### src/rtl/router_port_ctrl.sv
// 1x3 router port controller: latches the packet destination, steers the FSM write
// enable to the addressed FIFO, and soft-resets any FIFO whose data sits unread too long.

module router_port_timeout #(
  parameter int TIMEOUT = 30,
  parameter int CNT_W   = 5
) (
  input  logic clk,
  input  logic rst,
  input  logic vld,
  input  logic read_enb,
  output logic soft_reset
);
  localparam logic [CNT_W-1:0] LIMIT = CNT_W'(TIMEOUT - 1);

  logic [CNT_W-1:0] cnt;
  logic             stalled;

  assign stalled = vld & ~read_enb;

  // Counter restarts on wrap so a FIFO left stalled pulses every TIMEOUT cycles.
  always_ff @(posedge clk) begin
    if (!rst) begin
      cnt        <= '0;
      soft_reset <= 1'b0;
    end else if (!stalled) begin
      cnt        <= '0;
      soft_reset <= 1'b0;
    end else if (cnt == LIMIT) begin
      cnt        <= '0;
      soft_reset <= 1'b1;
    end else begin
      cnt        <= cnt + 1'b1;
      soft_reset <= 1'b0;
    end
  end
endmodule

module router_port_ctrl #(
  parameter int TIMEOUT = 30,
  parameter int CNT_W   = 5
) (
  input  logic       clk,
  input  logic       rst,
  input  logic       detect_add,
  input  logic [1:0] data_in,
  input  logic       write_enb_reg,
  input  logic       read_enb_0,
  input  logic       read_enb_1,
  input  logic       read_enb_2,
  input  logic       empty_0,
  input  logic       empty_1,
  input  logic       empty_2,
  input  logic       full_0,
  input  logic       full_1,
  input  logic       full_2,
  output logic [2:0] write_enb,
  output logic       fifo_full,
  output logic       vld_out_0,
  output logic       vld_out_1,
  output logic       vld_out_2,
  output logic       soft_reset_0,
  output logic       soft_reset_1,
  output logic       soft_reset_2
);
  localparam int NUM_PORTS = 3;

  logic [1:0]           addr_q;
  logic [NUM_PORTS-1:0] empty, read_enb, full, vld, soft_reset;

  assign empty    = {empty_2, empty_1, empty_0};
  assign read_enb = {read_enb_2, read_enb_1, read_enb_0};
  assign full     = {full_2, full_1, full_0};
  assign vld      = ~empty;

  assign {vld_out_2, vld_out_1, vld_out_0}          = vld;
  assign {soft_reset_2, soft_reset_1, soft_reset_0} = soft_reset;

  // Address 3 is a legal latch value meaning "no port"; it is also the reset value.
  always_ff @(posedge clk) begin
    if (!rst)            addr_q <= 2'b11;
    else if (detect_add) addr_q <= data_in;
  end

  always_comb begin
    write_enb = '0;
    fifo_full = 1'b0;
    case (addr_q)
      2'd0: begin write_enb = {2'b00, write_enb_reg}; fifo_full = full[0]; end
      2'd1: begin write_enb = {1'b0, write_enb_reg, 1'b0}; fifo_full = full[1]; end
      2'd2: begin write_enb = {write_enb_reg, 2'b00}; fifo_full = full[2]; end
      default: ;
    endcase
  end

  for (genvar p = 0; p < NUM_PORTS; p++) begin : g_port
    router_port_timeout #(.TIMEOUT(TIMEOUT), .CNT_W(CNT_W)) u_tmo (
      .clk       (clk),
      .rst       (rst),
      .vld       (vld[p]),
      .read_enb  (read_enb[p]),
      .soft_reset(soft_reset[p])
    );
  end
endmodule

### config.mk
export PLATFORM = sky130hd
export DESIGN_NAME = router_port_ctrl
export DESIGN_NICKNAME = d
export VERILOG_FILES = /design/src/rtl/router_port_ctrl.sv
export SDC_FILE = /design/constraint.sdc
export NUM_CORES = 1
export LEC_CHECK = 0
export ABC_AREA = 1
export CAP_MARGIN = 20
export CELL_PAD_IN_SITES_DETAIL_PLACEMENT = 0
export CELL_PAD_IN_SITES_GLOBAL_PLACEMENT = 2
export CORE_ASPECT_RATIO = 2
export CORE_MARGIN = 5
export CORE_UTILIZATION = 27
export CTS_CLUSTER_DIAMETER = 150
export DETAILED_ROUTE_END_ITERATION = 8
export PLACE_DENSITY = 0.78
export SLEW_MARGIN = 25
export SYNTH_ARGS = -nofsm -noshare
export SYNTH_HDL_FRONTEND = slang
export SYNTH_SLANG_ARGS = --single-unit
### constraint.sdc
create_clock -name clk -period 2.7 [get_ports clk]
set_input_delay 0.54 -clock clk [delete_from_list [all_inputs] [get_ports clk]]
set_output_delay 0.54 -clock clk [all_outputs]
set_load 0.1 [all_outputs]
==> impl_metrics.toml <==
[run_status]
outcome = "finished, final reports clean"

[sta]
max_slew_margin_pct = 74.41
rsz0062_at_grt = "no"
fmax_ghz = 0.4699
fin_skew_ns = 0.0006778
min_period_ns = 2.128
finalHoldViolations = 0
slew_violations = 0
setup_ws_ns = 0.5717
worst_pin_slew_ns = 0.3810
period_share_pct = 78.82
finalSetupViolCount = 0

[logic_synthesis]
syn-num-nets = 137
synthAdderAreaFrac_pct = 8.487
synth.avg_cell_area_sq_um = 7.626
yosys-top-cells-area = "dfxtp_1 45%, ha_1 8.5%, nand2_1 8.1%"
synth.area.mux_share_pct = 0
synth_top_family_by_area = "simple AND/OR/NAND/NOR gates"
synth_xor_area_share_pct = 2.970
syn-cell-area_sq_um = 884.6
synth-compound-area-share_pct = 2.263
yosys.area_share.simple_pct = 32.96
synth_cells = 116
ys_types = 14
ys_warn_count = 0
yosysTopAreaCellShare_pct = 45.26
seq_area_frac_synth_pct = 45.26
ys_ff_latch = 20
synth_area_leader_cell = "dfxtp_1"

[critical_path]
crit_slowest_cell = "clkdlybuf4s50_1"
end_kind = "primary output"
path_class = "input port to primary output"
critPathMaxFanout = 3
reg2reg_slack_ns = 1.66
path_buf_inv = 3
cp_cell_sequence = "clkdlybuf4s50_1, inv_1, nor3_1, buf_12"
cpLargestDelayFamily = "buffers and inverters"
cp.required_ns = 2.16
start_kind = "input port"
crit_path_max_incr_delay_ns = 0.46
cp.arrival_ns = 1.59

[pwr]
p_leak_nw = 0.5540
ir_worst_vdd_mv = 0.3056
total_power_w = 0.0007045
pwr_density_cell_nw_per_um2 = 543.0

[finish]
final_cell_mix = "20 x dfxtp_1, 19 x nand2_1, 19 x nor2_1, 18 x inv_1, 14 x clkdlybuf4s50_1"
nNetsFinal = 166
num_antenna_cells = 0
final-seq-area_sq_um = 400.4
fillCellCount = 321
final_common_cell = "dfxtp_1"
fin_area_sq_um = 1297
syn2layout_area_growth_pct = 46.68
multi_input_area_sq_um = 412.9
fin_util_pct = 41.10
layout-drive-gt1-share_pct = 12.50

[drt]
vias = 795
wl_per_cell_um = 10.27
first_pass_iters = 4
drt_iter0_markers = 6
wl_um = 1798
antenna_left = 0
drc_errors = 0
routed_via_density = 4.543

[clock_network]
clk_latency_ns = 0.26
cts_tree = "yes"
ctsResizeCount = 0
clk_pin_slew_ns = 0.08
numCtsBuffers = 3
cts-root-buf = "clkbuf_8"
cts_sinks = 20
h-tree-depth = 1
cts_setup_buffers = 0
clockBufferDepth = 2
cts_hold_buf = 0

[place]
io_buffers = 24
place_congestion = 0.7290
dpl.hpwl_um = 1458
place_ws_ns = 0.5979
placed_cell_area_sq_um = 1226

[run]
max_cap_violations = 0

[floorplanning]
die_height_um = 90.95
start_util_pct = 28.02
die_area_sq_um = 4591
coreArea_sq_um = 3157
row_count = 29
pin_count = 25
die_w_um = 50.48

[min_path]
hp-class = "register to register"

[global_routing]
antenna_found_initial = 0
grt_pass1_wl_um = 2980
grt_max_degree = 13
grt_pass1_vias = 796
grt_remaining_overflow = 0
grt_use_total_pct = 7.979
-- stage by stage --
step	cells	setup TNS, ns	hold WS [ns]
2_1_floorplan	116	-1.346	0.4446
3_3_place_gp	171	0	0.4600
3_5_place_dp	171	0	0.4775
4_1_cts	175	0	0.4971
5_1_grt	175	0	0.5121
6_report	175	0	0.4888
-- synthesized netlist by cell type --
library cell	count
nand3_1	10
inv_1	18
a21oi_1	2
nand2_2	2
nor2_4	1
o21ai_0	2
nand4_1	8
xnor2_1	3
nor3_1	5
nor2_1	19
nand2_1	19
dfxtp_1	20
ha_1	6
inv_2	1
-- state kept, by name, indices dropped and copies added (netlist names) --
register                 flops
addr_q                       2
g_port.u_tmo.cnt            15
g_port.u_tmo.soft_reset      3
-- metal layers --
metal  part of all wire [%]  vias up  track usage, %
met5                      0        -               0
met2                     55       17           14.63
met1                     39      350           7.747
li1                       -      426               -
met3                    5.4        2           1.148
met4                   0.83        0           5.117
-- layout make-up --
cell class	instances	area share, %
Multi-Input combinational cell	77	31.82
Sequential cell	20	30.86
Timing Repair Buffer	24	23.34
Inverter	19	5.497
Clock buffer	3	3.182
Tap cell	31	2.989
Clock inverter	1	2.314
-- logic make-up after synthesis --
| family | after synthesis |
|---|---|
| xor gates and xnor gates | 3 |
| AOI/OAI and AO/OA | 4 |
| DFF | 20 |
| adders and majority gates | 6 |
| and+or+nand+nor | 64 |
| buffers and inverters | 19 |
-- worst paths after layout --
path,from,to,cells past startpoint
max,write_enb_reg,write_enb[1],4
min,g_port[1].u_tmo.cnt[0],g_port[1].u_tmo.cnt[0],1
max reg2reg,g_port[0].u_tmo.cnt[0],g_port[0].u_tmo.cnt[0],6
min reg2reg,g_port[1].u_tmo.cnt[0],g_port[1].u_tmo.cnt[0],1
-- where the power goes --
group	internal (W)	switching, W	leakage [nW]
clock network	0.000198	0.0000986	0.0357
registers	0.000299	0.00000492	0.162
logic	0.0000440	0.0000601	0.356
total	0.000541	0.000164	0.554
Power figures use the tool's default switching activity.
